===== config.mk =====
export PLATFORM = sky130hd
export DESIGN_NAME = pwm_peripheral_flat
export DESIGN_NICKNAME = d
export VERILOG_FILES = /design/src/rtl/pwm_peripheral_if.sv /design/src/rtl/pwm_peripheral.sv /design/src/flat_wrapper.sv
export SDC_FILE = /design/constraint.sdc
export NUM_CORES = 1
export LEC_CHECK = 0
export ABC_AREA = 0
export ABC_CLOCK_PERIOD_IN_PS = 1880
export CAP_MARGIN = 20
export CORE_MARGIN = 4
export CORE_UTILIZATION = 46
export CTS_CLUSTER_DIAMETER = 30
export DETAILED_ROUTE_END_ITERATION = 16
export PLACE_DENSITY = 0.77
export SETUP_SLACK_MARGIN = 0.2
export SLEW_MARGIN = 20
export SYNTH_ARGS = -nofsm -noshare
export SYNTH_HDL_FRONTEND = slang
export SYNTH_SLANG_ARGS = --single-unit

===== constraint.sdc =====
create_clock -name clk -period 1.88 [get_ports clk]
set_input_delay 0.376 -clock clk [delete_from_list [all_inputs] [get_ports clk]]
set_output_delay 0.376 -clock clk [all_outputs]
set_load 0.01 [all_outputs]

===== src/rtl/pwm_peripheral_if.sv =====
// -----------------------------------------------------------------------------
// pwm_peripheral_if
//   Groups the configuration bytes coming from the SPI register file and the
//   pin drive going out to the pads into one bundle.
//
//   Signals
//     en_reg_out_7_0 / en_reg_out_15_8 : output-enable bits, pins 7..0 / 15..8
//     en_reg_pwm_7_0 / en_reg_pwm_15_8 : PWM-mode bits, pins 7..0 / 15..8
//     pwm_duty_cycle                   : shared 8-bit duty value
//     out_7_0 / out_15_8               : registered pin drive
//     period_start                     : one-cycle pulse after a shadow load
//
//   Modports
//     master : register-file side (drives configuration, observes pins)
//     slave  : the PWM peripheral itself
// -----------------------------------------------------------------------------
interface pwm_peripheral_if;
   logic [7:0] en_reg_out_7_0;
   logic [7:0] en_reg_out_15_8;
   logic [7:0] en_reg_pwm_7_0;
   logic [7:0] en_reg_pwm_15_8;
   logic [7:0] pwm_duty_cycle;
   logic [7:0] out_7_0;
   logic [7:0] out_15_8;
   logic       period_start;

   modport master (
      output en_reg_out_7_0, en_reg_out_15_8,
      output en_reg_pwm_7_0, en_reg_pwm_15_8,
      output pwm_duty_cycle,
      input  out_7_0, out_15_8, period_start
   );

   modport slave (
      input  en_reg_out_7_0, en_reg_out_15_8,
      input  en_reg_pwm_7_0, en_reg_pwm_15_8,
      input  pwm_duty_cycle,
      output out_7_0, out_15_8, period_start
   );
endinterface


===== src/rtl/pwm_peripheral.sv =====
// -----------------------------------------------------------------------------
// pwm_peripheral
//   Drives 16 pins, each forced low, driven high, or driven with a shared
//   8-bit duty-cycle PWM waveform. Configuration is double-buffered: the
//   shadow registers only load at a PWM period boundary, so a configuration
//   write in the middle of a period can never produce a runt pulse.
//
//   Parameters
//     CLK_DIV : prescaler ratio (>= 1); the PWM counter advances once every
//               CLK_DIV clk cycles, one period is 256 * CLK_DIV cycles.
//
//   Ports
//     clk   : system clock, rising edge
//     rst_n : asynchronous active-low reset
//     bus   : pwm_peripheral_if.slave (configuration in, pin drive out)
// -----------------------------------------------------------------------------
module pwm_peripheral #(
   parameter int CLK_DIV = 13
) (
   input  logic             clk,
   input  logic             rst_n,
   pwm_peripheral_if.slave  bus
);

   // A one-bit prescaler is kept for CLK_DIV = 1; it then stays at 0 and
   // tick is asserted every cycle.
   localparam int            PW         = (CLK_DIV > 1) ? $clog2(CLK_DIV) : 1;
   localparam logic [PW-1:0] PRESC_LAST = PW'(CLK_DIV - 1);

   logic [PW-1:0] presc;
   logic [7:0]    pcnt;
   logic          tick;
   logic          boundary;

   logic [15:0]   sh_en_out;
   logic [15:0]   sh_en_pwm;
   logic [7:0]    sh_duty;

   logic          load_q;
   logic          pwm;
   logic [15:0]   drive;

   assign tick     = (presc == PRESC_LAST);
   assign boundary = tick && (pcnt == 8'hFF);

   // ---------------------------------------------------------------------------
   // Prescaler and PWM counter
   // ---------------------------------------------------------------------------
   // NOTE: state registers use non-blocking assignments so every always_ff
   // samples the pre-edge values of the others, independent of block order.
   always_ff @(posedge clk or negedge rst_n) begin
      if (!rst_n) begin
         presc <= '0;
         pcnt  <= '0;
      end else begin
         if (tick) begin
            presc <= '0;
            pcnt  <= pcnt + 8'd1;   // 255 wraps to 0 on the boundary edge
         end else begin
            presc <= presc + PW'(1);
         end
      end
   end

   // ---------------------------------------------------------------------------
   // Shadow registers: capture whatever the inputs hold on the boundary edge.
   // ---------------------------------------------------------------------------
   // NOTE: the shadows are reset to zero on purpose; that is what keeps every
   // pin low until the first boundary after reset, whatever the inputs hold.
   always_ff @(posedge clk or negedge rst_n) begin
      if (!rst_n) begin
         sh_en_out <= '0;
         sh_en_pwm <= '0;
         sh_duty   <= '0;
      end else if (boundary) begin
         sh_en_out <= {bus.en_reg_out_15_8, bus.en_reg_out_7_0};
         sh_en_pwm <= {bus.en_reg_pwm_15_8, bus.en_reg_pwm_7_0};
         sh_duty   <= bus.pwm_duty_cycle;
      end
   end

   // ---------------------------------------------------------------------------
   // Waveform and per-pin drive
   // ---------------------------------------------------------------------------
   // Duty 0xFF is special-cased so the pin stays high through pcnt = 255 and
   // across the wrap; otherwise the compare alone could never reach 100 %.
   always_comb begin
      pwm   = (sh_duty == 8'hFF) | (pcnt < sh_duty);
      // Disabled pins are 0; enabled static pins are 1; enabled PWM pins follow pwm.
      drive = sh_en_out & (~sh_en_pwm | {16{pwm}});
   end

   // ---------------------------------------------------------------------------
   // Output registers. load_q delays the boundary by one cycle so that
   // period_start lines up with the first pin value of the new configuration.
   // ---------------------------------------------------------------------------
   always_ff @(posedge clk or negedge rst_n) begin
      if (!rst_n) begin
         bus.out_7_0      <= 8'h00;
         bus.out_15_8     <= 8'h00;
         load_q           <= 1'b0;
         bus.period_start <= 1'b0;
      end else begin
         bus.out_7_0      <= drive[7:0];
         bus.out_15_8     <= drive[15:8];
         load_q           <= boundary;
         bus.period_start <= load_q;
      end
   end

endmodule


===== src/flat_wrapper.sv =====
// flat-port wrapper written by rule: the top's interface ports become plain ports
module pwm_peripheral_flat 
#(
   parameter int CLK_DIV = 13
)
  (clk, rst_n, bus_en_reg_out_7_0, bus_en_reg_out_15_8, bus_en_reg_pwm_7_0, bus_en_reg_pwm_15_8, bus_pwm_duty_cycle, bus_out_7_0, bus_out_15_8, bus_period_start);
  pwm_peripheral_if bus_i ();
  input  logic clk;
  input  logic rst_n;
  input wire logic [$bits(bus_i.en_reg_out_7_0)-1:0] bus_en_reg_out_7_0;
  input wire logic [$bits(bus_i.en_reg_out_15_8)-1:0] bus_en_reg_out_15_8;
  input wire logic [$bits(bus_i.en_reg_pwm_7_0)-1:0] bus_en_reg_pwm_7_0;
  input wire logic [$bits(bus_i.en_reg_pwm_15_8)-1:0] bus_en_reg_pwm_15_8;
  input wire logic [$bits(bus_i.pwm_duty_cycle)-1:0] bus_pwm_duty_cycle;
  output wire logic [$bits(bus_i.out_7_0)-1:0] bus_out_7_0;
  output wire logic [$bits(bus_i.out_15_8)-1:0] bus_out_15_8;
  output wire logic [$bits(bus_i.period_start)-1:0] bus_period_start;
  assign bus_i.en_reg_out_7_0 = bus_en_reg_out_7_0;
  assign bus_i.en_reg_out_15_8 = bus_en_reg_out_15_8;
  assign bus_i.en_reg_pwm_7_0 = bus_en_reg_pwm_7_0;
  assign bus_i.en_reg_pwm_15_8 = bus_en_reg_pwm_15_8;
  assign bus_i.pwm_duty_cycle = bus_pwm_duty_cycle;
  assign bus_out_7_0 = bus_i.out_7_0;
  assign bus_out_15_8 = bus_i.out_15_8;
  assign bus_period_start = bus_i.period_start;
  pwm_peripheral #(.CLK_DIV(CLK_DIV)) u_core (.clk(clk), .rst_n(rst_n), .bus(bus_i));
endmodule

# After elaboration in Yosys (flattened, before gate mapping)
# Cells that the tools add are included.
# word_totals
reg_bits	70
inputBits	42
out_inout_bits	17
wordCells	21
# classes
add_sub_neg	2
order_cmp	1
eq_ne	3
n_mux	1
bitwise	4
reduce_logical	1
# ops
op	n
$and 16x16->16	1
$eq 8x8->1 const B	2
$not 16->16	1
$or 16x16->16	1
$add 8x1->8 const B	1
$lt 8x8->1	1
$add 4x1->4 const B	1
$eq 4x4->1 const B	1
$mux 4	1
$logic_and 1x1->1	1
$or 1x1->1	1

# Longest topological paths before layout
# depth
ltp_word	4
mapped_depth	8
depth_no_buf	6

# Worst setup path after synthesis
# Ideal clock, no wire load.
# synth_timing
path_kind	register to register
startpoint	reg u_core.presc[0]
endpoint	reg u_core.sh_duty[0]
setup_time_ps	125
t_arrival_ps	1635
slack_ps	120
path_stages_with_launch	9
n_path_buf	2
synth_period_minus_slack_ps	1760
cell_sequence	dfrtp_1 -> inv_1 -> ha_1 -> and3_1 -> buf_6 -> and3_4 -> nand2_8 -> buf_12 -> mux2_4
# synth_between
elab_chain_cells	2
# synth_rtl
item	line_no	text
start: declaration	pwm_peripheral.sv:30	logic [PW-1:0] presc;
start signal: assignment	pwm_peripheral.sv:60	presc <= presc + PW'(1);
$eq 4x4->1	pwm_peripheral.sv:43	assign tick = (presc == PRESC_LAST);
$logic_and 1x1->1	pwm_peripheral.sv:44	assign boundary = tick && (pcnt == 8'hFF);
end signal: assignment	pwm_peripheral.sv:78	sh_duty <= bus.pwm_duty_cycle;
end: declaration	pwm_peripheral.sv:37	logic [7:0] sh_duty;
# No other way between the ends.
# A chain may end at the register's enable or synchronous reset.

# Worst setup path after layout
# layout_timing
startpoint	reg u_core.sh_duty[7]
endpoint	reg u_core.bus.out_15_8[3]
# layout_between
elab_chain_cells	4
word_cells_on_any_way	5
cone_classes	order compare: 1; eq/ne: 1; bitwise: 3
# layout_rtl
item	line_no	text
$lt 8x8->1 or $eq 8x8->1 (tied branches)	pwm_peripheral.sv:88	pwm = (sh_duty == 8'hFF) | (pcnt < sh_duty);
$or 1x1->1 *	pwm_peripheral.sv:88	
$or 16x16->16 *	pwm_peripheral.sv:90	drive = sh_en_out & (~sh_en_pwm | {16{pwm}});
$and 16x16->16 *	pwm_peripheral.sv:90	
via u_core.drive[11]	pwm_peripheral.sv:41	logic [15:0] drive;
end signal: assignment	pwm_peripheral.sv:105	bus.out_15_8 <= drive[15:8];
end: declaration	pwm_peripheral_if.sv:38	output out_7_0, out_15_8, period_start
# The timed path passes the listed nets; every way through them passes the cells marked *.

==> key figures <==
Critical path
  • Worst setup SP type: flop
  • Worst Path Max Fanout: 5
  • Reg2reg setup slack: around 0.12 ns
  • WP data arrival: 1.99 ns
  • Crit Path Category: reg -> reg
  • R2r startpoint: u_core.sh_duty[7]
  • CP Capture Type: flop
  • R2r endpoint: u_core.bus.out_15_8[3]
  • FF-to-FF path depth: 7
  • Worst Path Required: approximately 2.1 ns

Logic synthesis
  • Number of flops mapped to enable cells by yosys: 0
  • Yosys reg bits: 70
  • Cell area after synthesis: 0.00305 sq mm
  • Post-synth top flop: dfrtp_1
  • Synth Instances: 193
  • Syn nets: 245
  • Asr flop ratio synth: 100%
  • Seq/Total Area, Yosys: 57.4%
  • Yosys warns: 0
  • Synth cell types: 28
  • Syn Area/Cell: approximately 16 sq um

Clock tree
  • Clk sink count: 70
  • CTS tree: built
  • CTS buffer count: 9
  • CTS clk-pin slew, worst paths: 0.08 ns
  • Clk_lat worst skew: roughly 0.34 ns
  • Worst-case clock buffer depth: 2
  • CTS root buf: clkbuf_8
  • H-tree depth: 3
  • Hold buffer count at CTS: 0

Hold path
  • Hold/Removal Path Class: in -> async

STA
  • Final worst slack: 0.117 ns
  • RSZ-0062 raised after global routing: yes
  • Fin. max-slew vios: 0
  • Clock skew: 0.00817 ns
  • Hold slack: 0.0254 ns
  • Worst-Margin Slew: 0.377 ns
  • Final setup viols: 0
  • Setup TNS: 0 ns
  • Slew headroom: around three quarters
  • Crit path time final: between 1.5 and 2 ns
  • Max frequency: 567 MHz
  • Fin. Hold Viols: 0
  • Fin crit share: 93.8%

Pwr
  • Leakage: 2.03 nW
  • Cell Pwr Density: between 700 and 800 mW/mm^2
  • Post-route total power: 3.25 mW
  • Worst vdd ir: 0.000605 V

Route
  • Routed via count: 1831
  • DR vias/cell: between 5 and 6
  • Residual DRC: 0
  • Final antenna-violating net count: 0
  • Detailed Routing Iterations Pass 1: 4
  • DR WL/cell: ~18 microns
  • Initial DRC Count: 61
  • DRT Wirelength: 6.44 mm

Cells and area
  • Non-filler cells, final: 366
  • Multi-input gate area: around 0.0013 sq mm
  • Post-Route Utilization: 67.1%
  • Layout cells sized above 1: 40.1%
  • P&R area growth vs syn: 40.4%
  • ANT cells: 0
  • Most common cell after layout, fill and taps aside: dfrtp_1
  • Register Area: roughly 0.0018 sq mm
  • FILL cells: 448
  • Most frequent cells in the layout: dfrtp_1 (68), clkdlybuf4s50_1 (56), mux2_4 (39)
  • # nets final: ~340
  • Finished layout cell area: 0.00428 sq mm

GRT
  • GRT met2 Usage: 25.9%
  • Initial antenna violation count: 0
  • GRT Total Usage: 15.5%
  • Total gr overflow: 0
  • Pin count of the biggest net entering global routing: 71
  • First-pass GRT wire length: 9.14 mm
  • GR met1 Demand/Resource: 19.1%
  • GR peak layer: met2
  • Vias in the first global route: 1913
  • Met3 usage: 4.33%

Flow run
  • Max Cap Violations: 0

Floorplanning
  • Die ar.: 0.00800 sq mm
  • Initial Util: 47.8%
  • I/O pins: 59
  • Row count: 29
  • Chip height: 89.5 microns
  • Die Width: 89.5 microns
  • Core Area: around 0.0064 sq mm

Placed design
  • Dpl ws: ~0.069 ns
  • Routability cong.: 0.755
  • Post-placement cell count: 329
  • Post-DP Area: 0.00373 sq mm
  • Post-DP HPWL: around 3.9 mm
  • I/O Buffers: 58

Outcome
  • Status: completed
## synthesized netlist by cell type, drive strengths merged, types with 2 or more instances
library cell,count,area share (%)
dfrtp,70,57
mux2,41,20
a21boi,16,3.9
inv,12,1.5
ha,10,4.1
nor2,7,1.4
xnor2,6,1.7
buf,5,3.0
nand4,5,1.0
nand2,4,1.0
a21oi,2,0.33
and3,2,0.57
o21ai,2,0.33
xor2,2,0.57
## critical path, cell delays in order (launching register included)
cell and delay (ns):
dfrtp_1 0.39, inv_2 0.06, ha_4 0.28, and4_1 0.20, o21ai_2 0.08, o32ai_4 0.37
buf_6 0.19, a21boi_1 0.07
## kinds of logic after synthesis
logic type	after synthesis	share of synthesized area (%)
muxes	41	19.9
adders and majority gates	10	4.10
DFF	70	57.4
and+or+nand+nor	20	4.51
AOI/OAI and AO/OA	26	7.13
buffers and inverters	18	4.63
xor gates and xnor gates	8	2.30
## routing by layer
| layer | vias up | part of all wire (%) |
|---|---|---|
| li1 | 857 | - |
| met1 | 917 | 41 |
| met2 | 45 | 52 |
| met3 | 12 | 4.9 |
| met4 | 0 | 2.0 |
| met5 | - | 0 |
## how the worst max path moves through the flow
stage / startpoint / endpoint / cells after the start
after global routing: u_core.sh_duty[7] / u_core.bus.out_15_8[3] / 7
after detailed placement: u_core.presc[0] / u_core.sh_en_pwm[10] / 7
after global placement: u_core.sh_duty[7] / u_core.bus.out_15_8[7] / 7
final: u_core.sh_duty[7] / u_core.bus.out_15_8[3] / 7
after floorplan: u_core.presc[0] / u_core.sh_duty[0] / 8
after CTS: u_core.sh_duty[7] / u_core.bus.out_15_8[7] / 7
## area by class of cell
type | count | share of cell area, %
clock buffer | 11 | 3.30
clock inverter | 5 | 1.93
inverter | 12 | 1.05
multi-input combinational | 106 | 30.4
sequential | 70 | 40.9
tap | 77 | 2.25
timing repair buffer | 85 | 20.1
## what timing repair did
| action | 4_1_cts | 5_1_grt |
|---|---|---|
| cloned | 0 | 3 |
| setup endpoints to repair | 47 | 56 |
| gates resized for setup | 14 | 28 |
| pin swaps | 4 | 9 |
| buffers inserted | 12 | 6 |
## registers in the layout, summed over array words and instances (netlist names)
name	cells
u_core.sh_en_out	16
u_core.sh_en_pwm	16
u_core.bus.out_15_8	8
u_core.bus.out_7_0	8
u_core.pcnt	8
u_core.sh_duty	8
u_core.presc	4
u_core.bus.period_start	1
u_core.load_q	1
## power breakdown
| part | switching, mW | total, mW | leakage [nW] | internal [mW] |
|---|---|---|---|---|
| logic | 0.0932 | 0.290 | 1.10 | 0.197 |
| clock network | 0.575 | 1.36 | 0.102 | 0.783 |
| registers | 0.0364 | 1.60 | 0.825 | 1.57 |
| total | 0.705 | 3.25 | 2.03 | 2.55 |
No activity file was read; power rests on OpenSTA's default activity.
